--- config.mk ---
export PLATFORM = sky130hd
export DESIGN_NAME = irrigation_sequencer
export DESIGN_NICKNAME = d
export VERILOG_FILES = /design/src/rtl/rega_pkg.sv /design/src/rtl/sensor_debounce.sv /design/src/rtl/irrigation_sequencer.sv
export SDC_FILE = /design/constraint.sdc
export NUM_CORES = 1
export LEC_CHECK = 0
export ABC_AREA = 0
export BUFFER_PORTS_ARGS = -buffer_cell sky130_fd_sc_hd__buf_4
export CORE_ASPECT_RATIO = 1.4
export CORE_MARGIN = 10
export CORE_UTILIZATION = 63
export CTS_CLUSTER_DIAMETER = 40
export DETAILED_ROUTE_END_ITERATION = 8
export HOLD_SLACK_MARGIN = 0.05
export PLACE_DENSITY_LB_ADDON = 0.1
export SLEW_MARGIN = 5
export SYNTH_ARGS = -nofsm -noshare
export SYNTH_HDL_FRONTEND = slang
export SYNTH_SLANG_ARGS = --single-unit
--- constraint.sdc ---
create_clock -name clk -period 5.5 [get_ports clk]
set_input_delay 0.55 -clock clk [delete_from_list [all_inputs] [get_ports clk]]
set_output_delay 0.55 -clock clk [all_outputs]
set_load 0.02 [all_outputs]
--- src/rtl/rega_pkg.sv ---
// Shared types and default timing for the irrigation sequencer.
// Timing defaults assume a 50 MHz system clock.
package rega_pkg;

    localparam int STATE_CODE_W = 3;

    typedef enum logic [STATE_CODE_W-1:0] {
        ST_IDLE     = 3'd0,
        ST_SPRINKLE = 3'd1,
        ST_DRIP     = 3'd2,
        ST_COOLDOWN = 3'd3,
        ST_FAULT    = 3'd4
    } state_e;

    localparam logic [15:0] DEF_DEBOUNCE_CYCLES = 16'd50000;
    localparam logic [31:0] DEF_MIN_ON_CYCLES   = 32'd3000000;
    localparam logic [31:0] DEF_MAX_ON_CYCLES   = 32'd30000000;
    localparam logic [31:0] DEF_COOLDOWN_CYCLES = 32'd6000000;

    function automatic logic [31:0] sat_inc(input logic [31:0] v);
        return (v == 32'hFFFF_FFFF) ? v : v + 32'd1;
    endfunction

endpackage

--- src/rtl/sensor_debounce.sv ---
// Two-flop synchronizer followed by a stable-count debouncer.
// The output moves only after the synced input differs for DEBOUNCE_CYCLES edges.
module sensor_debounce
    import rega_pkg::*;
#(
    parameter logic [15:0] DEBOUNCE_CYCLES = DEF_DEBOUNCE_CYCLES
) (
    input  logic clk,
    input  logic rst,
    input  logic din,
    output logic dout
);

    logic        s1;
    logic        s2;
    logic [15:0] cnt;

    always_ff @(posedge clk or posedge rst) begin
        if (rst) begin
            s1   <= 1'b0;
            s2   <= 1'b0;
            cnt  <= 16'd0;
            dout <= 1'b0;
        end else begin
            s1 <= din;
            s2 <= s1;
            if (s2 == dout) begin
                cnt <= 16'd0;
            end else if (cnt >= DEBOUNCE_CYCLES - 16'd1) begin
                dout <= s2;
                cnt  <= 16'd0;
            end else begin
                cnt <= cnt + 16'd1;
            end
        end
    end

endmodule

--- src/rtl/irrigation_sequencer.sv ---
// Watering sequencer: filtered sensors, refill hysteresis, alarm,
// and the IDLE/SPRINKLE/DRIP/COOLDOWN/FAULT state machine.
module irrigation_sequencer
    import rega_pkg::*;
#(
    parameter logic [15:0] DEBOUNCE_CYCLES = DEF_DEBOUNCE_CYCLES,
    parameter logic [31:0] MIN_ON_CYCLES   = DEF_MIN_ON_CYCLES,
    parameter logic [31:0] MAX_ON_CYCLES   = DEF_MAX_ON_CYCLES,
    parameter logic [31:0] COOLDOWN_CYCLES = DEF_COOLDOWN_CYCLES
) (
    input  logic                    clk,
    input  logic                    rst,
    input  logic                    h,
    input  logic                    m,
    input  logic                    l,
    input  logic                    us,
    input  logic                    ua,
    input  logic                    t,
    output logic                    bs,
    output logic                    vs,
    output logic                    ve,
    output logic                    al,
    output logic [STATE_CODE_W-1:0] state_code,
    output logic                    err
);

    logic [5:0] raw;
    logic [5:0] filt;
    logic       fh, fm, fl, fus, fua, ft;
    logic       err_c;
    logic       crit;
    state_e     state;
    logic [31:0] cnt;

    assign raw = {h, m, l, us, ua, t};

    for (genvar i = 0; i < 6; i++) begin : g_deb
        sensor_debounce #(
            .DEBOUNCE_CYCLES(DEBOUNCE_CYCLES)
        ) u_deb (
            .clk (clk),
            .rst (rst),
            .din (raw[i]),
            .dout(filt[i])
        );
    end

    assign {fh, fm, fl, fus, fua, ft} = filt;

    assign err_c = (fh & ~fm) | (fm & ~fl);
    assign crit  = ~fl & ~err_c;
    assign err   = err_c;

    always_ff @(posedge clk or posedge rst) begin
        if (rst) begin
            ve <= 1'b0;
            al <= 1'b0;
        end else begin
            al <= err_c | crit;
            if (err_c)    ve <= 1'b0;
            else if (!fm) ve <= 1'b1;
            else if (fh)  ve <= 1'b0;
        end
    end

    always_ff @(posedge clk or posedge rst) begin
        if (rst) begin
            state      <= ST_IDLE;
            cnt        <= 32'd0;
            bs         <= 1'b0;
            vs         <= 1'b0;
            state_code <= '0;
        end else begin
            bs         <= (state == ST_SPRINKLE);
            vs         <= (state == ST_DRIP);
            state_code <= state;
            unique case (state)
                ST_IDLE: begin
                    cnt <= 32'd0;
                    if (err_c) begin
                        state <= ST_FAULT;
                    end else if (fus && fm) begin
                        state <= (fua || ft) ? ST_DRIP : ST_SPRINKLE;
                    end
                end
                ST_SPRINKLE, ST_DRIP: begin
                    if (err_c) begin
                        state <= ST_FAULT;
                        cnt   <= 32'd0;
                    end else if (!fl
                              || cnt == MAX_ON_CYCLES - 32'd1
                              || (!fus && cnt >= MIN_ON_CYCLES - 32'd1)) begin
                        state <= ST_COOLDOWN;
                        cnt   <= 32'd0;
                    end else begin
                        cnt <= sat_inc(cnt);
                    end
                end
                ST_COOLDOWN: begin
                    if (err_c) begin
                        state <= ST_FAULT;
                        cnt   <= 32'd0;
                    end else if (cnt >= COOLDOWN_CYCLES - 32'd1) begin
                        state <= ST_IDLE;
                        cnt   <= 32'd0;
                    end else begin
                        cnt <= sat_inc(cnt);
                    end
                end
                ST_FAULT: begin
                    // counter tracks consecutive healthy cycles before release
                    if (err_c || !fl) begin
                        cnt <= 32'd0;
                    end else if (cnt >= {16'd0, DEBOUNCE_CYCLES} - 32'd1) begin
                        state <= ST_COOLDOWN;
                        cnt   <= 32'd0;
                    end else begin
                        cnt <= sat_inc(cnt);
                    end
                end
                default: begin
                    state <= ST_IDLE;
                    cnt   <= 32'd0;
                end
            endcase
        end
    end

endmodule
==> run_results.csv, run 1 <==
group,metric,value,unit
worst_setup_path,rr_endpoint,"cnt[28]",
cts,htreeDepth,4,
final_layout,fill_cells,853,
sta,fin_crit_sh,51.7,%
placed_design,dp_slack,2.71,ns
cts,cts_tree,"built",
cts,insertion_delay,0.42,ns
synthesis,ys_types,53,
synthesis,yosys.area.top_type,"dfrtp_1",
synthesis,synth-main-ff-cell,"dfrtp_1",
sta,hold_viol,0,
worst_setup_path,crit_family,"compound AO/OA/AOI/OAI gates",
detailed_routing,wire_per_inst,15.5,um
sta,fin_skew,0.0113,ns
worst_setup_path,crit_path_cell_trace,"ha_1 > and2_1 > a21oi_1 > o41ai_1 > a41oi_4 > nor3_4 > buf_4 > nor2_2",
synthesis,synth_top_area_share,51.3,%
worst_setup_path,reg2reg_depth,8,
global_route,grt.overflow.total,0,
worst_setup_path,critPathLaunchType,"flop",
placed_design,gp_congestion,0.920,
sta,rsz0062_at_grt,"no",
cts,numCtsBuffers,17,
worst_setup_path,cp.required,5.79,ns
sta,final_max_slew_viol_count,0,
global_route,antenna_found_initial,0,
final_layout,fin_util,70.7,%
outcome,status,"finished, final reports clean",
worst_setup_path,reg2reg_slack,2.66,ns
floorplan,chipHeight,150,um
synthesis,synth_edf_count,0,
worst_setup_path,critPathBufInv,1,
final_layout,syn2layout_area_growth,9.87,%
sta,setup-violations-final,0,
worst_setup_path,cpPeakStageDelay,0.56,ns
placed_design,placed_cell_area,7770,um^2
worst_setup_path,worstSetupPathType,"reg -> reg",
final_layout,layout.nets,786,
worst_setup_path,cp.depth,8,
cts,holdBufCountCts,0,
cts,root_buffer,"clkbuf_16",
placed_design,dp_hpwl,9.60,mm
cts,clkSinkCount,156,
power,cellLeakagePower,3.61,nW
global_route,grt_max_degree,97,
synthesis,ys_warn_count,0,
cts,clock_path_buffers,2,
synthesis,avgSynthCellArea,10.0,um^2
synthesis,async_reset_ff_share,100,%
cts,cts-resized-gates,0,
synthesis,ys_ff_latch,156,
worst_setup_path,crit_path_top_delay_cell,"o41ai_1",
worst_setup_path,r2r_start,"cnt[0]",
sta,max_slew.worst_pin.slew,0.827,ns
worst_hold_path,min_path_type,"in -> reg",
detailed_routing,via_per_inst,5.82,
detailed_routing,ant_nets,0,
floorplan,start_util,64.4,%
floorplan,coreArea,11800,um^2
placed_design,portBuffers,15,
synthesis,synth_fp_nets,774,
global_route,grt_first_pass_wirelength,25.5,mm
worst_setup_path,cp.arrival,3.13,ns
global_route,grt_pass1_vias,5429,
power,peakVddDrop,0.000234,V
floorplan,die_x,113,um
worst_setup_path,path_max_fanout,27,
worst_setup_path,worstSetupStartpoint,"cnt[0]",
final_layout,final_area,8360,um^2
floorplan,dieArea,16900,um^2
detailed_routing,drt_iter0_markers,298,
detailed_routing,num_vias,5415,
synthesis,ys_top_cells_by_area,"dfrtp_1 (51%), xor2_1 (7.4%), nor2_1 (6.6%)",
final_layout,diodes,0,
worst_setup_path,cp-endpoint,"cnt[28]",
synthesis,ys_seq_area_share,51.3,%
detailed_routing,firstDrtPassIters,5,
sta,slew_headroom,44.9,%
final_layout,drive_gt1_share,12.5,%
sta,finalWorstSetupSlack,2.66,ns
floorplan,ios,16,
sta,fmax,0.352,GHz
detailed_routing,drc_errors,0,
synthesis,syn_area,7610,um^2
detailed_routing,routed_wirelength,14.4,mm
cts,cts.clk_slew.worst_paths,0.07,ns
synthesis,syn_inst,759,
power,pwr_density_cell,286,nW/um^2
worst_setup_path,end_kind,"flop",
sta,period_minus_slack,2.84,ns
global_route,globalRouteTotalUtil,17.9,%
floorplan,core.rowCount,47,
sta,tns,0,ns
flow_run,maxCapViolations,0,
cts,post_cts_buffers,0,
## area by class of cell
type | count | area, um^2 | area share, %
multi-input cells | 575 | 3540 | 42.4
clock inverters | 12 | 136 | 1.63
flip-flops and latches | 156 | 3900 | 46.7
repair buffers | 17 | 128 | 1.53
well taps | 147 | 184 | 2.20
clock buffers | 20 | 447 | 5.34
inverters | 4 | 20.0 | 0.240
## metal layers
layer | up-vias | global-route usage (%) | share of wire [%]
met5 | - | 0 | 0
met2 | 118 | 31.2 | 51
met1 | 2648 | 21.6 | 43
met3 | 24 | 3.33 | 3.9
met4 | 0 | 6.36 | 1.8
li1 | 2625 | - | -
## report_power, final
group / leakage [nW] / internal (mW) / switching, mW
Combinational: 1.20 / 0.0151 / 0.0404
Sequential: 2.13 / 1.16 / 0.0140
Clock: 0.278 / 0.685 / 0.475
## through the flow
| stage | hold slack (ns) | cells | power [mW] |
|---|---|---|---|
| CTS | 0.219 | 931 | 2.41 |
| global placement | 0.339 | 899 | 1.25 |
| detailed placement | 0.336 | 899 | 1.25 |
| finish | 0.233 | 931 | 2.39 |
| global route | 0.226 | 931 | 2.46 |
| floorplan | 0.331 | 759 | 1.23 |
## synth_stat cells, types with 9 or more instances
cell,n
a21oi_1,12
a31oi_1,10
and3_1,38
clkbuf_1,10
dfrtp_1,156
nand2_1,61
nand3_1,59
nand4_1,13
nor2_1,133
nor2_2,30
nor3_1,14
nor4_1,13
o21ai_0,9
xnor2_1,50
xor2_1,64
## cells in the final DEF (no fill, tap or decap), types with 3 or more instances in the layout
cell | synthesis | final
mux2_2 | 6 | 6
o41ai_1 | 4 | 4
xnor2_1 | 50 | 50
nor3_1 | 14 | 14
clkinvlp_4 | 0 | 3
dfrtp_1 | 156 | 156
o21ai_0 | 9 | 9
a31oi_1 | 10 | 10
ha_1 | 7 | 7
nand4_1 | 13 | 13
buf_4 | 4 | 17
inv_6 | 0 | 5
xor2_1 | 64 | 64
inv_1 | 4 | 3
and3_1 | 38 | 38
nor4_1 | 13 | 13
clkbuf_16 | 0 | 17
nand2_1 | 61 | 61
nor2_1 | 133 | 133
nor2_2 | 30 | 30
nand3_1 | 59 | 59
and4_1 | 5 | 5
nand2b_1 | 4 | 4
and2_1 | 4 | 4
a311o_1 | 7 | 7
a21oi_1 | 12 | 12
## logic make-up (layout without fill, tap and decap cells)
family	after synthesis	after routing	share of synthesized area [%]
and+or+nand+nor	393	393	25.8
buffers and inverters	28	53	2.15
xor gates and xnor gates	114	114	13.1
adders and majority gates	7	7	1.15
muxes	9	9	1.32
AOI/OAI and AO/OA	52	52	5.15
DFF	156	156	51.3
## worst min-delay path by stage
stage                                   end  slack (ns)              start  cells after the start
final                     g_deb[3].u_deb.s1        0.23                  l                      1
after global routing      g_deb[3].u_deb.s1        0.23                  l                      1
after CTS                 g_deb[3].u_deb.s1        0.22                  l                      1
after detailed placement  g_deb[5].u_deb.s2        0.34  g_deb[5].u_deb.s1                      0
after global placement    g_deb[4].u_deb.s2        0.34  g_deb[4].u_deb.s1                      0
after floorplan           g_deb[0].u_deb.s2        0.33  g_deb[0].u_deb.s1                      0
## registers in the layout (all words and copies together), names as in the netlist, 3 cells and up
name / flops
cnt: 32
g_deb.u_deb.cnt: 96
g_deb.u_deb.dout: 6
g_deb.u_deb.s1: 6
g_deb.u_deb.s2: 6
state: 3
state_code: 3
(Power assumes the default switching activity.)
==> run 2: changes to the inputs <==
--- a/config.mk
+++ b/config.mk
@@ -9,7 +9,7 @@
 export BUFFER_PORTS_ARGS = -buffer_cell sky130_fd_sc_hd__buf_4
 export CORE_ASPECT_RATIO = 1.4
 export CORE_MARGIN = 10
-export CORE_UTILIZATION = 63
+export CORE_UTILIZATION = 57
 export CTS_CLUSTER_DIAMETER = 40
 export DETAILED_ROUTE_END_ITERATION = 8
 export HOLD_SLACK_MARGIN = 0.05
==> constraint.sdc (replaced) <==
create_clock -name clk -period 2.6 [get_ports clk]
set_input_delay 0.26 -clock clk [delete_from_list [all_inputs] [get_ports clk]]
set_output_delay 0.26 -clock clk [all_outputs]
set_load 0.02 [all_outputs]
==> run_results.csv, run 2 (synthesized netlist as in run 1, its figures left out) <==
group,metric,value,unit
worst_setup_path,r2r_start,"cnt[0]",
global_route,grt.overflow.total,0,
power,pwr_density_cell,610,nW/um^2
worst_setup_path,cp.arrival,2.62,ns
placed_design,dp_slack,0.320,ns
worst_hold_path,min_path_type,"reg -> reg",
power,power.switching,1.12,mW
floorplan,dieArea,18400,um^2
final_layout,layout_commonest_cell,"dfrtp_1",
power,netSwitchingFraction,21.4,%
sta,rsz0062_at_grt,"no",
final_layout,syn2layout_area_growth,12.8,%
sta,tns,0,ns
sta,fmax,0.433,GHz
placed_design,portBuffers,15,
worst_setup_path,worstSetupStartpoint,"cnt[0]",
power,p_int,4.11,mW
final_layout,drive_gt1_share,12.9,%
placed_design,dp_hpwl,10.0,mm
power,peakVddDrop,0.000467,V
global_route,grt_pass1_vias,5497,
sta,slew_headroom,64.1,%
detailed_routing,wire_per_inst,15.1,um
power,combPwrFrac,2.5,%
sta,fin_skew,0.00679,ns
final_layout,ff_latch_area,3900,um^2
worst_setup_path,cp.required,2.92,ns
final_layout,top_register,"g_deb.u_deb.cnt",
cts,root_buffer,"clkbuf_16",
cts,post_cts_buffers,0,
sta,setup-violations-final,0,
floorplan,die_x,118,um
cts,htreeDepth,4,
final_layout,multi_input_area,3540,um^2
global_route,grt_first_pass_wirelength,25.8,mm
cts,numCtsBuffers,17,
detailed_routing,firstDrtPassIters,5,
final_layout,top_regs,"g_deb.u_deb.cnt (96), cnt (32)",
detailed_routing,drt_iter0_markers,347,
cts,insertion_delay,0.43,ns
worst_hold_path,hp-start,"g_deb[3].u_deb.s1",
sta,final_max_slew_viol_count,0,
floorplan,start_util,58.8,%
floorplan,ios,16,
final_layout,fin_util,66.3,%
power,p_clk_share,49.9,%
final_layout,largest_reg_flops,96,
cts,clkSinkCount,156,
worst_setup_path,worstSetupPathType,"reg -> reg",
detailed_routing,ant_nets,0,
floorplan,core.rowCount,49,
worst_setup_path,critPathLaunchType,"flop",
global_route,grt_max_degree,84,
sta,period_minus_slack,2.31,ns
cts,cts.clk_slew.worst_paths,0.06,ns
sta,max_slew.worst_pin.slew,0.531,ns
cts,clock_path_buffers,2,
sta,finalWorstSetupSlack,0.292,ns
flow_run,maxCapViolations,0,
worst_setup_path,path_max_fanout,4,
sta,fin_crit_sh,88.8,%
floorplan,chipHeight,157,um
outcome,status,"finished, final reports clean",
final_layout,fill_cells,993,
sta,hold_viol,0,
power,power,5.23,mW
global_route,globalRouteTotalUtil,16.8,%
cts,cts_tree,"built",
sta,hold_ws,0.353,ns
detailed_routing,num_vias,5397,
cts,cts-resized-gates,0,
detailed_routing,drc_errors,0,
worst_setup_path,end_kind,"flop",
power,seq_power_share,47.6,%
final_layout,final_cell_mix,"dfrtp_1 (156), nor2_1 (133), xor2_1 (64)",
detailed_routing,via_per_inst,5.54,
global_route,antenna_found_initial,0,
final_layout,layout.nets,798,
power,cellLeakagePower,3.68,nW
final_layout,diodes,0,
detailed_routing,routed_wirelength,14.7,mm
floorplan,coreArea,12900,um^2
placed_design,gp_congestion,0.952,
cts,holdBufCountCts,7,
[run 2: changes by cell type in the layout (fill, tap and decap cells not counted), sizes merged]
cell,change
buf,+5
bufinv,+2
clkbuf,-1
clkinv,-2
clkinvlp,+3
dlygate4sd3,+7
inv,-2
[run 2: final cells by class]
cell class / instances / area share [%]
tap: 178 / 2.60
timing repair buffer: 29 / 3.18
clock buffer: 19 / 5.05
clock inverter: 13 / 2.20
inverter: 4 / 0.219
sequential: 156 / 45.5
multi-input combinational: 575 / 41.3
[run 2: critical path, stage by stage, from the launching register on]
cell and delay, ns:
dfrtp_1 0.40, ha_1 0.23, nand2_1 0.12, or4_1 0.62, o211ai_1 0.46, nor3_1 0.11, xnor2_1 0.21, nor2_2 0.04
[run 2: power groups by stage]
stage,clock network [mW],logic [mW],registers (mW)
6_report,2.61,0.132,2.49
3_5_place_dp,0,0.129,2.53
4_1_cts,2.66,0.138,2.49
3_3_place_gp,0,0.123,2.53
2_1_floorplan,0,0.0872,2.53
5_1_grt,2.77,0.154,2.49
[run 2: final timing paths]
path	slack (ns)	end	cells past startpoint
min reg2reg	0.35	g_deb[3].u_deb.s2	0
max in group asynchronous	1.44	cnt[31]	4
min	0.35	g_deb[3].u_deb.s2	0
max	0.29	cnt[29]	7
max reg2reg	0.29	cnt[29]	7
min in group asynchronous	0.41	al	3
[run 2: per-layer routing]
layer,vias up,track usage (%),part of all wire (%)
met5,-,0,0
met4,0,8.21,2.4
met3,26,3.49,2.9
met2,90,29.1,52
met1,2642,19.4,43
li1,2639,-,-
[run 2: stage by stage]
stage / cells / area, um^2
global placement: 935 / 7890
detailed placement: 935 / 7890
finish: 974 / 8580
CTS: 974 / 8580
floorplan: 759 / 7610
global route: 974 / 8580
